===== src/rtl/ubc_pkg.sv =====
// ubc_pkg: cell/state codes, controller FSM states and line indexing for the ultimate board controller
package ubc_pkg;
  localparam logic [1:0] EMPTY = 2'b00, P1 = 2'b01, P2 = 2'b10, DRAW = 2'b11;
  typedef enum logic [1:0] {IDLE, CHK_MICRO, CHK_MACRO, DONE} fsm_t;
  // Lines 0..n-1 are rows, n..2n-1 columns, 2n the main diagonal, 2n+1 the anti-diagonal
  function automatic int line_idx(input int n, input int line, input int k);
    return line < n ? line * n + k : line < 2 * n ? k * n + line - n :
           line == 2 * n ? k * n + k : k * n + n - 1 - k;
  endfunction
endpackage


===== src/rtl/ultimate_board_ctrl_if.sv =====
// ultimate_board_ctrl_if: move request, read and status signals between game FSM and board controller
interface ultimate_board_ctrl_if #(
  parameter int N_SIDE = 3,
  parameter int ADDR_W = 4,
  parameter int CELL_W = 2
);
  logic                              we;
  logic [CELL_W-1:0]                 data;
  logic [ADDR_W-1:0]                 addr_macro;
  logic [ADDR_W-1:0]                 addr_micro;
  logic [CELL_W-1:0]                 q;
  logic [CELL_W-1:0]                 state;
  logic [CELL_W-1:0]                 game_state;
  logic [N_SIDE*N_SIDE*CELL_W-1:0]   macro_states;
  logic                              ready;
  logic                              done;
  logic                              err;
  modport master (output we, data, addr_macro, addr_micro,
                  input q, state, game_state, macro_states, ready, done, err);
  modport slave  (input we, data, addr_macro, addr_micro,
                  output q, state, game_state, macro_states, ready, done, err);
endinterface


===== src/rtl/ultimate_board_ctrl_line_check.sv =====
// line_check: returns the common player code of a line, 00 if cells differ, are empty or are draws
module line_check import ubc_pkg::*; #(
  parameter int N_SIDE = 3,
  parameter int CELL_W = 2
)(
  input  logic [CELL_W-1:0] i_cells [N_SIDE],
  output logic [CELL_W-1:0] o_win
);
  always_comb begin
    o_win = i_cells[0] == CELL_W'(DRAW) ? '0 : i_cells[0];
    for (int k = 1; k < N_SIDE; k++) o_win = i_cells[k] != i_cells[0] ? '0 : o_win;
  end
endmodule


===== src/rtl/ultimate_board_ctrl.sv =====
// ultimate_board_ctrl: ultimate tic-tac-toe board store with validated moves and sequential line scans.
// Define UBC_DRAW_DETECT_EN to mark full micro boards and fully decided macro boards as draws.
module ultimate_board_ctrl import ubc_pkg::*; #(
  parameter int N_SIDE = 3,
  parameter int ADDR_W = 4,
  parameter int CELL_W = 2
)(
  input logic                  clock,
  input logic                  reset,
  ultimate_board_ctrl_if.slave bus
);
  localparam int NC = N_SIDE * N_SIDE;
  localparam int NL = 2 * N_SIDE + 2;
  localparam int LW = $clog2(NL);
  logic [CELL_W-1:0] r_cell [NC][NC];
  logic [CELL_W-1:0] r_macro [NC];
  logic [CELL_W-1:0] r_game, r_win, r_q, r_state;
  logic [ADDR_W-1:0] r_am;
  logic [LW-1:0]     r_line;
  logic              r_err;
  fsm_t              r_fsm, w_fsm_nx;
  logic [ADDR_W-1:0] w_idx [N_SIDE];
  logic [CELL_W-1:0] w_line [N_SIDE];
  logic [CELL_W-1:0] w_lw, w_found, w_micro_res, w_game_res;
  logic              w_in_rng, w_acc, w_rej, w_last, w_scan;
  assign w_in_rng = bus.addr_macro < ADDR_W'(NC) && bus.addr_micro < ADDR_W'(NC);
  assign w_acc = r_fsm == IDLE && bus.we && w_in_rng &&
                 (bus.data == CELL_W'(P1) || bus.data == CELL_W'(P2)) &&
                 r_cell[bus.addr_macro][bus.addr_micro] == CELL_W'(EMPTY) &&
                 r_macro[bus.addr_macro] == CELL_W'(EMPTY) && r_game == CELL_W'(EMPTY);
  assign w_rej = r_fsm == IDLE && bus.we && !w_acc;
  assign w_scan = r_fsm == CHK_MICRO || r_fsm == CHK_MACRO;
  assign w_last = r_line == LW'(NL - 1);
  // One line_check serves both phases; the FSM state selects cells or macro states
  always_comb begin
    for (int k = 0; k < N_SIDE; k++) begin
      w_idx[k] = ADDR_W'(line_idx(N_SIDE, int'(r_line), k));
      w_line[k] = r_fsm == CHK_MACRO ? r_macro[w_idx[k]] : r_cell[r_am][w_idx[k]];
    end
  end
  line_check #(.N_SIDE(N_SIDE), .CELL_W(CELL_W)) u_line (.i_cells(w_line), .o_win(w_lw));
  assign w_found = r_win != '0 ? r_win : w_lw;
`ifdef UBC_DRAW_DETECT_EN
  localparam int FW = $clog2(NC + 1);
  logic [FW-1:0] r_fill [NC];
  logic          w_all;
  always_ff @(posedge clock) begin
    for (int i = 0; i < NC; i++)
      if (reset) r_fill[i] <= '0;
      else if (w_acc && bus.addr_macro == ADDR_W'(i)) r_fill[i] <= r_fill[i] + 1'b1;
  end
  always_comb begin
    w_all = 1'b1;
    for (int i = 0; i < NC; i++) w_all = r_macro[i] == '0 ? 1'b0 : w_all;
  end
  assign w_micro_res = w_found != '0 ? w_found : r_fill[r_am] == FW'(NC) ? CELL_W'(DRAW) : CELL_W'(EMPTY);
  assign w_game_res  = w_found != '0 ? w_found : w_all ? CELL_W'(DRAW) : CELL_W'(EMPTY);
`else
  assign w_micro_res = w_found;
  assign w_game_res  = w_found;
`endif
  always_comb begin
    w_fsm_nx = r_fsm == IDLE ? (w_acc ? CHK_MICRO : IDLE) :
               r_fsm == DONE ? IDLE :
               !w_last ? r_fsm :
               r_fsm == CHK_MICRO ? CHK_MACRO : DONE;
  end
  always_ff @(posedge clock) begin
    if (reset) begin
      r_fsm   <= IDLE;
      r_game  <= '0;
      r_win   <= '0;
      r_q     <= '0;
      r_state <= '0;
      r_am    <= '0;
      r_line  <= '0;
      r_err   <= 1'b0;
      for (int i = 0; i < NC; i++) begin
        r_macro[i] <= '0;
        for (int j = 0; j < NC; j++) r_cell[i][j] <= '0;
      end
    end else begin
      r_fsm   <= w_fsm_nx;
      r_err   <= w_rej;
      r_q     <= w_in_rng ? r_cell[bus.addr_macro][bus.addr_micro] : '0;
      r_state <= bus.addr_macro < ADDR_W'(NC) ? r_macro[bus.addr_macro] : '0;
      r_line  <= w_scan && !w_last ? r_line + 1'b1 : '0;
      r_win   <= w_scan && !w_last ? w_found : '0;
      if (w_acc) begin
        r_cell[bus.addr_macro][bus.addr_micro] <= bus.data;
        r_am <= bus.addr_macro;
      end
      if (r_fsm == CHK_MICRO && w_last) r_macro[r_am] <= w_micro_res;
      if (r_fsm == CHK_MACRO && w_last) r_game <= w_game_res;
    end
  end
  assign bus.q          = r_q;
  assign bus.state      = r_state;
  assign bus.game_state = r_game;
  assign bus.ready      = r_fsm == IDLE;
  assign bus.done       = r_fsm == DONE;
  assign bus.err        = r_err;
  always_comb begin
    bus.macro_states = '0;
    for (int i = 0; i < NC; i++) bus.macro_states[i*CELL_W +: CELL_W] = r_macro[i];
  end
endmodule

===== src/flat_wrapper.sv =====
// flat-port wrapper written by rule: the top's interface ports become plain ports
module ultimate_board_ctrl_flat import ubc_pkg::*;
#(
  parameter int N_SIDE = 3,
  parameter int ADDR_W = 4,
  parameter int CELL_W = 2
)
  (clock, reset, bus_we, bus_data, bus_addr_macro, bus_addr_micro, bus_q, bus_state, bus_game_state, bus_macro_states, bus_ready, bus_done, bus_err);
  ultimate_board_ctrl_if #(.N_SIDE(N_SIDE), .ADDR_W(ADDR_W), .CELL_W(CELL_W)) bus_i ();
  input logic clock;
  input logic reset;
  input wire logic [$bits(bus_i.we)-1:0] bus_we;
  input wire logic [$bits(bus_i.data)-1:0] bus_data;
  input wire logic [$bits(bus_i.addr_macro)-1:0] bus_addr_macro;
  input wire logic [$bits(bus_i.addr_micro)-1:0] bus_addr_micro;
  output wire logic [$bits(bus_i.q)-1:0] bus_q;
  output wire logic [$bits(bus_i.state)-1:0] bus_state;
  output wire logic [$bits(bus_i.game_state)-1:0] bus_game_state;
  output wire logic [$bits(bus_i.macro_states)-1:0] bus_macro_states;
  output wire logic [$bits(bus_i.ready)-1:0] bus_ready;
  output wire logic [$bits(bus_i.done)-1:0] bus_done;
  output wire logic [$bits(bus_i.err)-1:0] bus_err;
  assign bus_i.we = bus_we;
  assign bus_i.data = bus_data;
  assign bus_i.addr_macro = bus_addr_macro;
  assign bus_i.addr_micro = bus_addr_micro;
  assign bus_q = bus_i.q;
  assign bus_state = bus_i.state;
  assign bus_game_state = bus_i.game_state;
  assign bus_macro_states = bus_i.macro_states;
  assign bus_ready = bus_i.ready;
  assign bus_done = bus_i.done;
  assign bus_err = bus_i.err;
  ultimate_board_ctrl #(.N_SIDE(N_SIDE), .ADDR_W(ADDR_W), .CELL_W(CELL_W)) u_core (.clock(clock), .reset(reset), .bus(bus_i));
endmodule

===== config.mk =====
export PLATFORM = sky130hd
export DESIGN_NAME = ultimate_board_ctrl_flat
export DESIGN_NICKNAME = d
export VERILOG_FILES = /design/src/rtl/ubc_pkg.sv /design/src/rtl/ultimate_board_ctrl_if.sv /design/src/rtl/ultimate_board_ctrl_line_check.sv /design/src/rtl/ultimate_board_ctrl.sv /design/src/flat_wrapper.sv
export SDC_FILE = /design/constraint.sdc
export NUM_CORES = 1
export LEC_CHECK = 0
export ABC_AREA = 1
export ABC_CLOCK_PERIOD_IN_PS = 5700
export CAP_MARGIN = 5
export CORE_ASPECT_RATIO = 2
export CORE_UTILIZATION = 47
export CTS_CLUSTER_SIZE = 8
export DETAILED_ROUTE_END_ITERATION = 10
export HOLD_SLACK_MARGIN = 0.1
export PLACE_DENSITY_LB_ADDON = 0.25
export SETUP_SLACK_MARGIN = 0.5
export SYNTH_ARGS = -nofsm -noshare
export SYNTH_HDL_FRONTEND = slang
export SYNTH_SLANG_ARGS = --single-unit

===== constraint.sdc =====
create_clock -name clock -period 5.7 [get_ports clock]
set_input_delay 1.14 -clock clock [delete_from_list [all_inputs] [get_ports clock]]
set_output_delay 1.14 -clock clock [all_outputs]
set_load 0.03 [all_outputs]

==> summary.txt, run 1 <==
ANT nets after route -> 0
CP required -> 5960 ps
commonest cells in the netlist -> 540 x nand2_1, 320 x edfxtp_1, 317 x nand3_1
Post-Syn Area -> 0.0199 mm^2
Synth area leader -> edfxtp_1
CP max FO -> 147
Ant. Diodes -> 0
post-synth cell types -> 44
global-route wire length before repair -> 100 mm
Mean Syn Cell Area -> 8.09 um^2
hpwl dp -> 45.4 mm
Fin. Hold Viols -> 0
Area contributors post-synth -> edfxtp_1 48%, nand2_1 10%, nand3_1 8.0%
GRT Total Usage -> 31.0%
Routed WL -> 67.0 mm
GR Overflow Total -> 0
RR Startpoint -> u_core.r_line[0]$_SDFF_PP0_
Bufs on Longest Clock Path -> 3
max capacitance violation total -> 0
Sink Count -> 342
Die X -> 147 um
vias in the first global route -> 17,900
setup TNS -> 0 ps
Die Ht -> 293 um
RSZ-0062 raised after global routing -> false
Final Setup Violations -> 0
post-synthesis async set-or-reset flop share -> 0%
PwrDens -> 269 mW/mm^2
count leader, synth -> nand2_1
layout cells sized above 1 -> 6.25%
Peak Freq -> 211 MHz
synthesis-stage register bit count -> 342
core area -> 0.0418 mm^2
Rel. slew slack -> 14.1%
TritonCTS Buffers -> 48
Max stage delay on crit path -> 420 ps
Initial Util -> 47.5%
Reg clk slew, reported paths -> 60 ps
CP most frequent cell -> nand2_1
worst-margin pin slew -> 1290 ps
io pins -> 40
DRT Pass-1 Iters -> 6
Row Count -> 106
drc violations -> 0
final slew viol count -> 0
outcome -> finished clean
crit path max-delay cell type -> buf_12
VDD IR max -> 0.000183 V
Placer Congestion -> 1.01
routed vias/inst -> 5.88
worst skew pair latency -> 570 ps
largest net degree at the start of global routing -> 245
Fillers -> 3,969
Area growth, synth to finish -> 12.9%
Root Driver -> clkbuf_16
Wirelength per Cell -> 21.6 um
largest delay contributor family on the critical path -> simple AND/OR/NAND/NOR gates
Worst EP arrival -> 4990 ps
Layout Utilization -> 53.7%
Iteration-0 DRC Markers -> 1,678
share of the synthesized area in the top cell type -> 48.4%
H-Tree Level Count -> 2
worst-path cell chain -> clkbuf_8, buf_12, a21oi_1, o21ai_1, o21ai_1, o211ai_1, nand2_1, nand2_1, nand3_1, o21ai_1, nand2_1, nor2_1, nand2_2, nor2_8, inv_2, nor2_1, nand2_1, nand2_2, nand2_1, nand2_1
CP Launch Type -> input pin
I/O Buffers -> 39
die area -> 0.0431 mm^2
Tmin final -> 4730 ps
Worst Hold Class -> reg -> reg
Leak -> 8.69 nW
yosys warns -> 0
Tcrit/Tclk final -> 83.0%
crit path from -> bus_addr_macro[0]
post-CTS resize count -> 0
Final nets -> 2,579
top_reg_cell synth -> edfxtp_1
final setup skew -> 19.0 ps
initial antenna violation count -> 0
WS Path Type -> in -> reg
EDFF count, synth -> 320
Hold Buf Count CTS -> 0
Hold Crit Start -> u_core.r_fsm[1]$_SDFFE_PP0P_
Via Count -> 18,200
Synth Instances -> 2,454
CP bufs+invs -> 3
setup bufs post-CTS -> 0
sequential-to-total area share from yosys stat -> 50.6%
CTS tree -> built
critical path capture point type -> flop
-- cell usage in the layout (no fill, tap or decap), drive strengths merged, types with 2 or more instances in the layout --
| cell | instances |
|---|---|
| a31oi | 4 |
| o31ai | 5 |
| clkbuf | 59 |
| or2 | 24 |
| buf | 50 |
| inv | 240 |
| xnor2 | 2 |
| a221oi | 3 |
| nand2 | 545 |
| clkinv | 8 |
| o211ai | 109 |
| ha | 14 |
| o21ai | 197 |
| conb | 126 |
| nand3 | 319 |
| nor2 | 257 |
| clkdlybuf4s50 | 36 |
| edfxtp | 320 |
| dfxtp | 22 |
| o311ai | 2 |
| nor4 | 2 |
| nor3 | 8 |
| a21oi | 189 |
| o2111ai | 8 |
| and2 | 4 |
-- flip-flops by register name, summed over array words and instances (netlist names), named ones only --
register and flops:
u_core.bus.state 2, u_core.r_win 2, u_core.r_fsm 2, u_core.r_line 3, u_core.bus.err 1, u_core.r_macro 32, u_core.r_am 4, u_core.r_cell 288
u_core.bus.q 2, u_core.bus.game_state 2
-- cell families after synthesis --
logic type / synth area share, %
other cells: 0.0189
compound gates: 15.0
simple gates: 25.0
fa+ha+maj: 0.983
buf+inv: 8.26
xor+xnor: 0.132
flops: 50.6
-- tightest hold or removal path, cell delays in order, from the launching register on --
cell and delay (ps):
dfxtp_1 330, inv_1 100, a21oi_1 70
-- worst paths after layout --
path	slack, ps	cells past startpoint	endpoint
worst min-delay path	540	2	u_core.r_fsm[1]$_SDFFE_PP0P_
worst max-delay path	970	20	u_core.r_cell[1][3]$_SDFFCE_PN0P_
worst max register to register	1090	22	u_core.r_macro[0][0]$_SDFFCE_PN0P_
worst min register to register	540	2	u_core.r_fsm[1]$_SDFFE_PP0P_
-- area by class of cell --
type,instances,area [um^2],area share (%)
Clock buffer,58,1280,5.72
Clock inverter,2,20.0,0.0893
Inverter,246,925,4.12
Multi-Input combinational cell,1826,8640,38.5
Sequential cell,342,10100,44.9
Tap cell,540,676,3.01
Timing Repair Buffer,87,822,3.67
-- layer usage --
layer / share of wire [%] / global-route usage [%] / wire, um / vias to the layer above
met1: 33 / 30.3 / 22000 / 8624
met4: 8.7 / 25.6 / 5820 / 0
met2: 52 / 57.2 / 35200 / 879
met5: 0 / 0 / 0 / -
li1: - / - / - / 8406
met3: 6.0 / 4.10 / 4000 / 318
-- power breakdown --
group | leakage [nW] | internal, mW | total [mW] | switching, mW
clock | 0.634 | 1.55 | 2.58 | 1.04
combinational | 4.61 | 0.170 | 0.589 | 0.419
sequential | 3.45 | 2.83 | 2.87 | 0.0415
total | 8.69 | 4.54 | 6.04 | 1.50
-- metrics by stage --
step	area (um^2)	std cells	worst slack (ps)	hold slack (ps)	power, mW
floorplan	20300	2579	1380	488	3.28
global placement	21100	3041	703	502	3.47
detailed placement	21100	3041	631	541	3.48
CTS	22400	3101	1210	550	6.04
global route	22400	3101	725	562	6.20
finish	22400	3101	967	538	6.04
Power figures use the tool's default switching activity.
==> run 2: changes to the inputs <==
- ABC_CLOCK_PERIOD_IN_PS: 5700 -> 4200
- clock period: 5.7 -> 4.2 ns (I/O delays scaled with it)
==> run 2 against run 1 <==
- die area unchanged
- sequential share of layout area is 2.8 points lower
- total power rose by 38%
- clock power is 39% higher
- wire length rose by 6.5%
- critical path depth shrank 2
- sequential cell count unchanged
- setup slack worse by 290 ps
- largest cell class unchanged
==> summary.txt, run 2 (same netlist as run 1, synthesis figures left out) <==
hpwl dp -> 50.1 mm
worst skew pair latency -> 570 ps
Root Driver -> clkbuf_16
worst-margin pin slew -> 785 ps
CP max FO -> 10
Worst EP arrival -> 3830 ps
GRT Total Usage -> 33.0%
layout cells sized above 1 -> 11.8%
Iteration-0 DRC Markers -> 1,727
Row Count -> 106
DRT Pass-1 Iters -> 5
core area -> 0.0418 mm^2
largest delay contributor family on the critical path -> simple AND/OR/NAND/NOR gates
Reg2Reg Capture Point -> u_core.r_macro[3][1]$_SDFFCE_PN0P_
global-route wire length before repair -> 105 mm
Die Ht -> 293 um
RR Startpoint -> u_core.r_line[1]$_SDFF_PP0_
pre-CTS setup slack -> 145 ps
final setup skew -> 22.9 ps
crit path max-delay cell type -> fa_1
H-Tree Level Count -> 2
CP Launch Type -> flop
Tmin final -> 3530 ps
CP required -> 4500 ps
ANT nets after route -> 0
Hold Crit Start -> u_core.r_fsm[1]$_SDFFE_PP0P_
worst-path cell chain -> ha_1, fa_1, ha_1, nand2_1, nand2_1, nand3_2, inv_1, nand3_1, nand3_1, nor2_1, a21oi_1, nand3_1, nand2_1, a21oi_1, nand3_1, nand2_1, inv_2, nor2_1
Placer Congestion -> 1.02
Ant. Diodes -> 0
PwrDens -> 349 mW/mm^2
Wirelength per Cell -> 21.9 um
largest net degree at the start of global routing -> 76
Final Setup Violations -> 0
VDD IR max -> 0.000369 V
Layout Utilization -> 57.2%
Hold Path Stages -> 2
Rel. slew slack -> 47.6%
die area -> 0.0431 mm^2
Area growth, synth to finish -> 20.4%
Tcrit/Tclk final -> 84.0%
max reg flops -> 288
Top reg by flops -> u_core.r_cell
Initial Util -> 47.5%
Stages on worst setup path -> 18
Top Registers -> u_core.r_cell (288), u_core.r_macro (32), u_core.r_am (4)
crit path from -> u_core.r_line[1]$_SDFF_PP0_
Final WS setup -> 672 ps
GR Overflow Total -> 0
setup TNS -> 0 ps
Die X -> 147 um
I/O Buffers -> 39
WS Path Type -> reg -> reg
max capacitance violation total -> 0
vias in the first global route -> 18,300
final slew viol count -> 0
most frequent cells in the layout -> 536 x nand2_1, 320 x edfxtp_1, 315 x nand3_1
Max stage delay on crit path -> 590 ps
Fin. Hold Viols -> 0
Leak -> 9.44 nW
CP bufs+invs -> 2
CTS tree -> built
Sink Count -> 342
routed vias/inst -> 5.78
Peak Freq -> 283 MHz
commonest non-fill, non-tap cell in the layout -> nand2_1
Via Count -> 18,800
RSZ-0062 raised after global routing -> false
Worst Hold End -> u_core.r_fsm[1]$_SDFFE_PP0P_
Worst Hold Class -> reg -> reg
Bufs on Longest Clock Path -> 3
Final nets -> 2,725
Routed WL -> 71.4 mm
Hold Buf Count CTS -> 0
critical path capture point type -> flop
Reg clk slew, reported paths -> 50 ps
Worst Reg2Reg Path Length in Cells -> 18
drc violations -> 0
Reg2Reg Setup Slack -> 670 ps
outcome -> finished clean
initial antenna violation count -> 0
TritonCTS Buffers -> 48
io pins -> 40
run 2: routing by layer:
layer	wire length, um	GRT usage [%]
met2	35300	57.0
met5	0	0
met4	7870	32.7
met1	23300	33.6
met3	4990	4.27
run 2: area by class of cell:
class	count	area [um^2]
Clock buffer	67	1330
Fill cell	3773	17900
Sequential cell	342	10100
Clock inverter	1	16.3
Timing Repair Buffer	233	2210
Inverter	246	942
Multi-Input combinational cell	1826	8680
Tap cell	540	676
run 2: worst max-delay path by stage:
stage | end | slack, ps
5_1_grt | u_core.r_cell[2][3]$_SDFFCE_PN0P_ | 510
4_1_cts | u_core.r_macro[3][1]$_SDFFCE_PN0P_ | 510
2_1_floorplan | u_core.r_cell[10][11]$_DFFE_PP_ | 520
3_3_place_gp | u_core.r_cell[7][8]$_SDFFCE_PN0P_ | 160
3_5_place_dp | u_core.r_cell[2][3]$_SDFFCE_PN0P_ | 140
6_report | u_core.r_macro[3][1]$_SDFFCE_PN0P_ | 670
run 2: per-stage QoR:
step                std cells  cell area [um^2]  total power, mW  hold WS, ps
floorplan                2579             20300             4.45          488
global route             3255             23900             8.55          579
finish                   3255             23900             8.35          546
global placement         3184             22500             4.78          503
detailed placement       3184             22500             4.80          538
CTS                      3253             23800             8.36          544
run 2: repair_timing:
item                       CTS  global route
setup endpoints to repair   34           101
gates cloned                 0             0
resized for setup           11            11
buffers inserted             1             2
run 2: worst min-delay path, stage by stage, from the launching register on:
cell,delay (ps)
dfxtp_1,320
inv_1,110
a21oi_1,70
run 2: power breakdown:
group | internal, mW | switching [mW]
combinational | 0.275 | 0.596
clock | 2.15 | 1.44
sequential | 3.83 | 0.0604
total | 6.26 | 2.09
